**config.mk**
```make
export PLATFORM = sky130hd
export DESIGN_NAME = hpm_ctrl
export DESIGN_NICKNAME = d
export VERILOG_FILES = /design/src/rtl/hpm_ctrl.sv
export SDC_FILE = /design/constraint.sdc
export NUM_CORES = 1
export LEC_CHECK = 0
export ABC_AREA = 1
export CORE_MARGIN = 3
export CORE_UTILIZATION = 25
export DETAILED_ROUTE_END_ITERATION = 8
export PLACE_DENSITY = 0.42
export SLEW_MARGIN = 20
export SYNTH_ARGS = -nofsm -noshare
export SYNTH_HDL_FRONTEND = slang
export SYNTH_SLANG_ARGS = --single-unit
```
**constraint.sdc**
```tcl
create_clock -name clk_i -period 2.9 [get_ports clk_i]
set_input_delay 0.58 -clock clk_i [delete_from_list [all_inputs] [get_ports clk_i]]
set_output_delay 0.58 -clock clk_i [all_outputs]
set_load 0.05 [all_outputs]
```
**src/rtl/hpm_ctrl.sv**
```systemverilog
// Hardware performance-monitor controller: CSR block owning the event-mux selects,
// per-counter enable/inhibit, sticky overflow flags and a sequenced clear-all.

module hpm_ctr_lane #(
    parameter int CNT_W = 64
) (
    input  logic             clk_i,
    input  logic             rst_ni,
    input  logic             inc_i,
    input  logic             wr_i,
    input  logic [CNT_W-1:0] wdata_i,
    input  logic             clr_i,
    output logic [CNT_W-1:0] cnt_o,
    output logic             ovf_o
);
    logic [CNT_W-1:0] cnt_q, cnt_d;

    // A software write beats a coinciding event; the increment is dropped.
    always_comb begin
        cnt_d = cnt_q;
        ovf_o = 1'b0;
        if (clr_i) begin
            cnt_d = '0;
        end else if (wr_i) begin
            cnt_d = wdata_i;
        end else if (inc_i) begin
            cnt_d = cnt_q + CNT_W'(1);
            ovf_o = &cnt_q;
        end
    end

    always_ff @(posedge clk_i) begin
        if (!rst_ni) cnt_q <= '0;
        else         cnt_q <= cnt_d;
    end

    assign cnt_o = cnt_q;
endmodule

module hpm_ctrl #(
    parameter int NUM_CNT = 4,
    parameter int CNT_W   = 64
) (
    input  logic                    clk_i,
    input  logic                    rst_ni,
    output logic [NUM_CNT-1:0][3:0] evu_sel_o,
    input  logic [NUM_CNT-1:0]      evu_event_i,
    input  logic                    csr_req_i,
    output logic                    csr_ready_o,
    input  logic                    csr_we_i,
    input  logic [3:0]              csr_addr_i,
    input  logic [CNT_W-1:0]        csr_wdata_i,
    output logic                    csr_ack_o,
    output logic [CNT_W-1:0]        csr_rdata_o,
    output logic                    csr_err_o,
    output logic                    irq_o
);
    localparam logic [1:0] ST_IDLE  = 2'd0;
    localparam logic [1:0] ST_RESP  = 2'd1;
    localparam logic [1:0] ST_CLEAR = 2'd2;
    localparam int IW = (NUM_CNT > 1) ? $clog2(NUM_CNT) : 1;

    logic [1:0]                    state_q, state_d;
    logic                          clr_pend_q, clr_pend_d;
    logic [IW-1:0]                 clr_idx_q, clr_idx_d;
    logic                          en_q, en_d;
    logic [NUM_CNT-1:0]            inh_q, inh_d;
    logic [NUM_CNT-1:0]            ovf_q, ovf_d;
    logic [NUM_CNT-1:0][3:0]       sel_q, sel_d;
    logic [CNT_W-1:0]              rdata_q, rdata_d;
    logic                          err_q, err_d;

    logic [NUM_CNT-1:0][CNT_W-1:0] cnt;
    logic [NUM_CNT-1:0]            inc, cnt_wr, cnt_clr, ovf_set;
    logic [NUM_CNT-1:0]            hit_sel, hit_cnt;
    logic                          hit_ctrl, hit_ovf, mapped;
    logic                          accept, wr, in_clear, last_clr;
    logic [CNT_W-1:0]              rd_val;

    assign accept   = csr_req_i && (state_q == ST_IDLE);
    assign wr       = accept && csr_we_i;
    assign in_clear = (state_q == ST_CLEAR);
    assign last_clr = in_clear && (clr_idx_q == IW'(NUM_CNT - 1));

    always_comb begin
        hit_ctrl = (csr_addr_i == 4'h0);
        hit_ovf  = (csr_addr_i == 4'h1);
        for (int i = 0; i < NUM_CNT; i++) begin
            hit_sel[i] = (csr_addr_i == 4'(2 + i));
            hit_cnt[i] = (csr_addr_i == 4'(8 + i));
        end
        mapped = hit_ctrl | hit_ovf | (|hit_sel) | (|hit_cnt);
    end

    // Read mux; CLR is write-only and always reads back 0.
    always_comb begin
        rd_val = '0;
        if (hit_ctrl) begin
            rd_val[0]            = en_q;
            rd_val[8 +: NUM_CNT] = inh_q;
        end
        if (hit_ovf) rd_val[NUM_CNT-1:0] = ovf_q;
        for (int i = 0; i < NUM_CNT; i++) begin
            if (hit_sel[i]) rd_val[3:0] = sel_q[i];
            if (hit_cnt[i]) rd_val      = cnt[i];
        end
    end

    always_comb begin
        en_d  = en_q;
        inh_d = inh_q;
        sel_d = sel_q;
        if (wr && hit_ctrl) begin
            en_d  = csr_wdata_i[0];
            inh_d = csr_wdata_i[8 +: NUM_CNT];
        end
        for (int i = 0; i < NUM_CNT; i++) begin
            if (wr && hit_sel[i]) sel_d[i] = csr_wdata_i[3:0];
        end
    end

    // W1C clear is applied before the new overflow so a coinciding set wins.
    always_comb begin
        ovf_d = ovf_q;
        if (wr && hit_ovf) ovf_d = ovf_d & ~csr_wdata_i[NUM_CNT-1:0];
        ovf_d = ovf_d | ovf_set;
        if (last_clr) ovf_d = '0;
    end

    always_comb begin
        state_d    = state_q;
        clr_pend_d = clr_pend_q;
        clr_idx_d  = clr_idx_q;
        rdata_d    = rdata_q;
        err_d      = err_q;
        case (state_q)
            ST_IDLE: begin
                if (csr_req_i) begin
                    state_d    = ST_RESP;
                    rdata_d    = rd_val;
                    err_d      = !mapped;
                    clr_pend_d = wr && hit_ctrl && csr_wdata_i[1];
                end
            end
            ST_RESP: begin
                clr_idx_d = '0;
                state_d   = clr_pend_q ? ST_CLEAR : ST_IDLE;
            end
            ST_CLEAR: begin
                clr_idx_d = clr_idx_q + IW'(1);
                if (last_clr) state_d = ST_IDLE;
            end
            default: state_d = ST_IDLE;
        endcase
    end

    // Selects 0000/0001 carry no event; counting is frozen during clear-all.
    for (genvar g = 0; g < NUM_CNT; g++) begin : g_lane
        assign inc[g]     = en_q && !inh_q[g] && (sel_q[g] > 4'd1) && evu_event_i[g] && !in_clear;
        assign cnt_wr[g]  = wr && hit_cnt[g];
        assign cnt_clr[g] = in_clear && (clr_idx_q == IW'(g));

        hpm_ctr_lane #(.CNT_W(CNT_W)) u_lane (
            .clk_i   (clk_i),
            .rst_ni  (rst_ni),
            .inc_i   (inc[g]),
            .wr_i    (cnt_wr[g]),
            .wdata_i (csr_wdata_i),
            .clr_i   (cnt_clr[g]),
            .cnt_o   (cnt[g]),
            .ovf_o   (ovf_set[g])
        );
    end

    always_ff @(posedge clk_i) begin
        if (!rst_ni) begin
            state_q    <= ST_IDLE;
            clr_pend_q <= 1'b0;
            clr_idx_q  <= '0;
            en_q       <= 1'b0;
            inh_q      <= '0;
            ovf_q      <= '0;
            sel_q      <= '0;
            rdata_q    <= '0;
            err_q      <= 1'b0;
        end else begin
            state_q    <= state_d;
            clr_pend_q <= clr_pend_d;
            clr_idx_q  <= clr_idx_d;
            en_q       <= en_d;
            inh_q      <= inh_d;
            ovf_q      <= ovf_d;
            sel_q      <= sel_d;
            rdata_q    <= rdata_d;
            err_q      <= err_d;
        end
    end

    // Outputs are gated by reset so nothing leaks while rst_ni is low.
    assign csr_ready_o = rst_ni && (state_q == ST_IDLE);
    assign csr_ack_o   = rst_ni && (state_q == ST_RESP);
    assign csr_rdata_o = csr_ack_o ? rdata_q : '0;
    assign csr_err_o   = csr_ack_o && err_q;
    assign irq_o       = rst_ni && (|ovf_q);
    assign evu_sel_o   = sel_q;
endmodule

```
==> results of run 1 <==
Yosys cell counts (all sizes together) (4+ instances only):
library cell  count  area [um^2]
o221ai           15          131
buf              53          282
nor3             38          200
a31oi           111          694
a21oi           213         1070
nand3b            8         60.1
clkbuf           97          364
clkinv            4         15.0
nand4            28          175
xor2            129         1130
o21ai           168          841
o211ai           16          120
ha               12          150
nor2            711         2740
nand2          1262         4770
dfxtp           351         7030
a221oi           11         96.3
inv             455         1710
and2             11         70.1
xnor2            46          403
o22ai           138          863
nand3           165          831
worst max path at each step:
stage	startpoint	endpoint	slack, ns	cells after the start
global placement	csr_addr_i[3]	g_lane[1].u_lane.cnt_o[9]	-0.03	11
CTS	state_q[0]	csr_ready_o	0.08	5
global route	state_q[0]	csr_ready_o	0.05	5
finish	state_q[0]	csr_ready_o	0.13	5
floorplan	rst_ni	csr_rdata_o[54]	0.62	4
detailed placement	csr_addr_i[3]	g_lane[1].u_lane.cnt_o[11]	0.007	11
final cells by class:
cell class | instances | area, um^2
fillers | 10561 | 63700
multi-input cells | 3098 | 14500
flip-flops and latches | 351 | 7030
repair buffers | 301 | 3650
inverters | 459 | 1730
well taps | 1254 | 1570
clock buffers | 64 | 1430
clock inverters | 26 | 400
diodes | 2 | 5.00
sequential cells by signal, indices dropped and copies added, names as in the netlist:
signal               count
g_lane.u_lane.cnt_o    256
err_q                    1
clr_pend_q               1
en_q                     1
ovf_q                    4
rdata_q                 64
evu_sel_o               16
inh_q                    4
state_q                  2
clr_idx_q                2
layer usage:
| metal | vias to the layer above | wire length, um |
|---|---|---|
| li1 | 13420 | - |
| met1 | 13271 | 66500 |
| met2 | 1277 | 56800 |
| met3 | 173 | 11600 |
| met4 | 0 | 4290 |
| met5 | - | 0 |
cells in the final DEF, fill, tap and decap left out, types with 5 or more instances in the layout:
master and instances:
sky130_fd_sc_hd__nand3b_1 8, sky130_fd_sc_hd__xnor2_1 46, sky130_fd_sc_hd__a221oi_1 11, sky130_fd_sc_hd__bufinv_16 10, sky130_fd_sc_hd__o21ai_1 5, sky130_fd_sc_hd__nor2_1 696, sky130_fd_sc_hd__nand2_1 1251, sky130_fd_sc_hd__nor2_4 7
sky130_fd_sc_hd__ha_1 12, sky130_fd_sc_hd__buf_12 93, sky130_fd_sc_hd__buf_4 116, sky130_fd_sc_hd__clkinv_2 11, sky130_fd_sc_hd__inv_2 14, sky130_fd_sc_hd__a31oi_1 111, sky130_fd_sc_hd__clkbuf_8 10, sky130_fd_sc_hd__nand3_1 164
sky130_fd_sc_hd__xor2_1 129, sky130_fd_sc_hd__nand2_2 10, sky130_fd_sc_hd__and2_1 10, sky130_fd_sc_hd__a21oi_1 210, sky130_fd_sc_hd__nand4_1 28, sky130_fd_sc_hd__dfxtp_1 351, sky130_fd_sc_hd__o221ai_1 15, sky130_fd_sc_hd__o22ai_1 138
sky130_fd_sc_hd__clkbuf_16 51, sky130_fd_sc_hd__nor2_2 7, sky130_fd_sc_hd__clkdlybuf4s50_1 91, sky130_fd_sc_hd__inv_1 438, sky130_fd_sc_hd__o211ai_1 16, sky130_fd_sc_hd__nor3_1 36, sky130_fd_sc_hd__o21ai_0 163
cells by family (layout without fill, tap and decap cells):
kind of cell,after synthesis,count (layout)
other,0,2
buffers and inverters,609,850
xor gates and xnor gates,175,175
DFF,351,351
and+or+nand+nor,2229,2229
adders and majority gates,12,12
AOI/OAI and AO/OA,682,682
through the flow:
step	TNS (ns)	hold slack, ns	power, mW	std cells	instance area (um^2)
after global routing	0	0.330	14.3	5553	30300
after detailed placement	0	0.454	6.95	5463	28500
after floorplan	0	0.445	6.03	4058	23900
final	0	0.319	13.9	5555	30300
after global placement	-0.0444	0.456	6.96	5463	28500
after CTS	0	0.289	14.0	5553	30300
report_power, final:
group	switching (mW)	internal [mW]
registers	0.144	5.01
clock network	2.69	4.34
logic	1.15	0.551
total	3.98	9.90
critical path, cell delays in order, from the launching register on:
cell	delay, ns
sky130_fd_sc_hd__dfxtp_1	0.31
sky130_fd_sc_hd__inv_1	0.12
sky130_fd_sc_hd__ha_1	0.24
sky130_fd_sc_hd__nand2_1	0.07
sky130_fd_sc_hd__inv_1	0.05
sky130_fd_sc_hd__clkdlybuf4s50_1	0.79
==> impl_summary.md, run 1 <==
Run status
The run finished with clean final reports.

Worst setup path
The setup slack on the worst flop-to-flop path is 0.24 ns. The reg-to-reg startpoint is g_lane[3].u_lane.cnt_o[0]. The startpoint-to-endpoint class of the critical path is reg -> out.

STA classifies the critical path endpoint as an output pin. The largest fanout on the critical path is 4. The startpoint type of the worst setup path is a flip-flop. For the worst setup path, the data required time is 2.32 ns. The data arrival time at the worst-slack endpoint is 2.19 ns. The cell depth of the worst flop-to-flop path is 10.

The endpoint identified for the worst register-to-register timing path is ovf_q[3].

STA
The maximum operating frequency is 361 MHz. The clock skew after layout is 0.0343 ns. The worst path meets setup with 0.133 ns of slack. At the pin with the least slew margin, the transition time is 0.949 ns. Setup violations remaining at the end of the flow were counted as 0. The final number of max-transition violations was 0. The final critical path time including I/O delays and setup is 2.77 ns. Setup repair after global routing left no endpoint under its margin. The worst slew margin relative to its limit is 36.7%. The final cycle utilization of the critical path is 95.4%. The number of failing hold endpoints at the final stage was 0.

Synth
The cell area after technology mapping is 23900 um^2. The largest family of logic cells by synthesized area is simple AND/OR/NAND/NOR gates. The synthesized netlist devotes 16.3% of its cell area to compound gates. Of the synthesized area, sequential elements account for 29.5%.

The arithmetic-cell share of the synthesized area counting full adders, half adders and majority gates is 0.629%. The number of enable flip-flop cells after synthesis is 0. The mean instance size in the synthesized netlist is 5.88 um^2. The mux contribution to synthesized area is 0%. For this run, the leading register cell type out of synthesis is sky130_fd_sc_hd__dfxtp_1. The count of warnings emitted by yosys is 0. The net count of the mapped netlist is 4146. The number of different library cells used by synthesis comes to 45.

Counting flops and latches in the post-synthesis netlist gives 351. Summing the areas of all xor and xnor instances in the mapped netlist gives 6.42% of the synthesized area. The cell count after synthesis came out at 4058. After synthesis, the share of flip-flops with an asynchronous set or reset is 0%.

Of the total synthesized cell area, the portion taken by AND, OR, NAND and NOR gates is 37.2%.

Clocking
In this run the number of H-tree levels came out at 2. The number of setup buffers added after CTS is 0. In this run, CTS created clock tree buffers numbering 49.

The clock passes through at most 3 buffers. The CTS tree is yes. Gates resized during post-CTS repair numbered 0. The later pin in the worst-skew pair is clocked with a latency of 0.62 ns.

The cell at the root of the clock tree is sky130_fd_sc_hd__clkbuf_16. Clock-pin slew was measured on the worst setup and hold paths at 0.06 ns. The hold-fix buffer count after cts is 0. The number of clock sinks is 351.

Drt
The number of vias per cell after detailed routing is 5.07. The detail-routed net length per standard cell is 25.1 um. The number of design rule violations left after detail routing is 0. The detailed router's first-iteration violation count is 3059.

Summed over all layers, the routed wires come to 139 mm. The routed layout has 28141 vias. The first TritonRoute pass finished after 6 iterations. The final antenna-violating net count is 0.

Placed design
The number of buffers added on ports is 159. After legalization and detailed placement, the total HPWL measured 113 mm. Before CTS, the worst setup slack after placement is 0.00703 ns. The congestion estimate from routability-driven global placement came to 1.01.

Global routing
In the global route stage, met1 resource usage came out at 41.1%. The global routing's busiest layer is met1. The first global-routing pass estimated 194 mm of wire.

Entering global routing, the biggest net connects 78 pins. The number of global-route vias before repair is 25804. Global routing used 27.2% of the available tracks.

Global routing consumed, on the met3 layer, 4.19% of the routing resources. After global routing the overflow that remains totals 0. The global routing met2 resource utilization is 39.4%. The initial antenna violation count was 1.

Pwr
Power spread over the standard cell area amounts to 458 nW/um^2. IR analysis of the VDD net gives a maximum drop of 0.399 mV. The leakage power total is 10.8 nW.

Worst hold path
The hold path startpoint is rst_ni. The worst hold path belongs to the class in -> reg. The worst hold path was traced through 3 stages. The end of the worst hold path is err_q.

Floorplanning
The height of the chip is 315 um. The width of the die is 315 um. 160 I/O pins were placed. The total die area is 99200 um^2. The total number of placement rows is 112.

The effective utilization at floorplan is 25.4%. The core region is 94000 um^2.

Layout
The area growth from synthesis to layout is 27.1%. The core occupancy in the finished layout is 32.2%. At the end of the flow, the number of nets in the layout was 4348. In the final layout, the share of cells above drive strength 1 is 8.12%.

Run
The count of maximum capacitance violations is 0.
Power figures use the tool's default switching activity.
==> inputs of run 2 (changes only) <==
- CTS_BUF_LIST: unset -> sky130_fd_sc_hd__clkbuf_16
==> run 2 against run 1 <==
Against the previous run: routed wire length hardly changed; largest cell class unchanged; final cell count about the same; largest power group unchanged; critical endpoint unchanged; final area is 0.35% lower.
==> impl_summary.md, run 2 (synthesized netlist as in run 1, its figures left out) <==
Layout
The net count reported at finish is 4348 (unchanged). The core occupancy in the finished layout is 32.1% (-0.11 points). The top cell types in the final layout, fill and taps aside, are 1251 x sky130_fd_sc_hd__nand2_1, 696 x sky130_fd_sc_hd__nor2_1, 441 x sky130_fd_sc_hd__inv_1, 351 x sky130_fd_sc_hd__dfxtp_1, 210 x sky130_fd_sc_hd__a21oi_1. The final cell count without fillers is 5553 (-0.036%).

The leading cell type in the layout, fill and taps excluded is sky130_fd_sc_hd__nand2_1. The fraction of final layout cells with drive strength greater than 1 is 7.89% (-0.23 points). The diode insertion count for antenna repair came to 0 (-2). The final cell area excluding filler cells was 30200 um^2 (-0.35%). The flip-flop count of the largest register after layout came to 256 (unchanged). The area growth from synthesis to layout is 26.6%.

Run
The count of maximum capacitance violations is 0 (unchanged).

Floorplanning
The height of the chip is 315 um (unchanged). The area of the core region is 94000 um^2 (unchanged). The width of the die is 315 um (unchanged). The total number of placement rows is 112 (unchanged). The I/O pin total is 160 (unchanged).

The effective utilization at floorplan is 25.4% (unchanged). The total die area is 99200 um^2 (unchanged).

Clocking
The number of H-tree levels came to 2 (unchanged). The number of setup buffers added after CTS is 0 (unchanged). The clock insertion delay at the later pin of the skew report is 0.62 ns (about the same). The number of clock sinks is 351 (unchanged).

The clock input transition at the sequential cells of the worst setup and hold paths was 0.06 ns (about the same). The hold-fix buffer count after cts came to 0 (unchanged). The TritonCTS buffer count is 49 (unchanged). The CTS tree is yes. The maximum number of buffers from clock root to sink came to 3 (unchanged). The cell at the root of the clock tree is sky130_fd_sc_hd__clkbuf_16. The quantity of gates resized following cts is 0 (unchanged).

Run status
The run finished with clean final reports.

Drt
The number of vias per cell after detailed routing is 5.08 (+0.35%). The detailed router's first-iteration violation count came to 2997 (-2.0%). The total wire length after detailed routing is 139 mm (about the same). The detail-routed net length per standard cell is 25.1 um (about the same). The final antenna-violating net count is 0 (unchanged). The total number of vias is 28230 (+0.32%). The first-pass iteration count of the detailed router is 7 (+1).

The number of design rule violations left after detail routing was 0 (unchanged).

STA
The sum of negative setup slack is 0 ns (unchanged). The worst slew margin relative to its limit came to 34.9% (-1.9 points). Setup repair after global routing left no endpoint under its margin. The number of failing hold endpoints at the final stage is 0 (unchanged). The final number of max-transition violations is 0 (unchanged).

The final cycle utilization of the critical path came to 95.3% (about the same). The final critical path time including I/O delays and setup came to 2.76 ns (-0.00238 ns). The clock skew after layout is 0.0314 ns (-0.00286 ns). The pin slew with the least headroom to its limit is 0.977 ns (+0.0278 ns).

The setup violation total in the final timing report is 0 (unchanged). The final-layout worst hold slack is 0.321 ns (+0.00211 ns). The maximum operating frequency is 362 MHz (about the same).

Worst setup path
The data arrival time at the worst-slack endpoint came to 2.18 ns (about the same). The critical path is of the reg -> out type. STA classifies the critical path endpoint as an output pin.

The startpoint type of the worst setup path is a flip-flop. The largest fanout on the critical path is 4 (unchanged). The required time at the endpoint of the critical path came to 2.32 ns (about the same).

Global routing
The overall overflow remaining after global route is 0 (unchanged). The global routing's busiest layer is met1. The fraction of met1 tracks used by global routing is 41.1% (about the same). The initial antenna violation count is 1 (unchanged). The global routing met3 resource utilization came to 4.08% (-0.11 points).

The global routing met2 resource utilization is 39.5% (+0.055 points). The largest net degree at the start of global routing is 78 (unchanged). The number of global-route vias before repair came to 25812 (+0.031%). The global-route wire length before repair came to 194 mm (about the same). The overall routing resource usage is 27.2% (about the same).

Placed design
The placer congestion estimate is 1.01 (unchanged). The number of placed cells counting well taps is 5463 (unchanged). The half-perimeter wire length of the detailed placement result is 113 mm (unchanged). The total cell area at the placement stage is 28500 um^2 (unchanged). The number of buffers added on ports is 159 (unchanged).

Pwr
The largest vdd supply drop came to 0.379 mV (-4.9%). The total power density per cell area is 451 nW/um^2 (-1.6%). The leakage power total is 10.7 nW (-0.41%).

Worst hold path
The worst hold path class is in -> reg.
-- run 2: power breakdown --
| group | total (mW) | switching, mW | internal [mW] | leakage (nW) |
|---|---|---|---|---|
| sequential | 5.15 | 0.145 | 5.01 | 2.84 |
| combinational | 1.70 | 1.15 | 0.551 | 7.04 |
| clock | 6.76 | 2.69 | 4.07 | 0.858 |
-- run 2: final cells by class --
cell class	count	area (um^2)
fillers	10568	63800
flip-flops and latches	351	7030
clock inverters	39	449
inverters	459	1730
repair buffers	301	3650
multi-input cells	3098	14500
clock buffers	51	1280
well taps	1254	1570
-- run 2: metal layers --
| layer | vias to the layer above | wire (um) |
|---|---|---|
| li1 | 13402 | - |
| met3 | 163 | 11600 |
| met5 | - | 0 |
| met2 | 1257 | 57000 |
| met4 | 0 | 4190 |
| met1 | 13408 | 66400 |
-- run 2: per-stage QoR --
stage,setup slack [ns],total power [mW]
CTS,0.0827,13.7
global placement,-0.0265,6.96
finish,0.135,13.6
floorplan,0.621,6.03
global route,0.0489,14.0
detailed placement,0.00703,6.95
-- run 2: critical path, stage by stage, from the launching register on --
cell and delay [ns]:
sky130_fd_sc_hd__dfxtp_1 0.31, sky130_fd_sc_hd__inv_1 0.12, sky130_fd_sc_hd__ha_1 0.24, sky130_fd_sc_hd__nand2_1 0.07, sky130_fd_sc_hd__inv_1 0.05, sky130_fd_sc_hd__clkdlybuf4s50_1 0.79
-- run 2: path summary, 6_finish.rpt --
kind | to | slack (ns) | depth (start not counted) | start
setup / recovery | csr_ready_o | 0.14 | 5 | state_q[0]
hold / removal | err_q | 0.32 | 3 | rst_ni
setup reg to reg | ovf_q[3] | 0.23 | 10 | g_lane[3].u_lane.cnt_o[0]
hold reg to reg | rdata_q[2] | 0.47 | 2 | rdata_q[2]
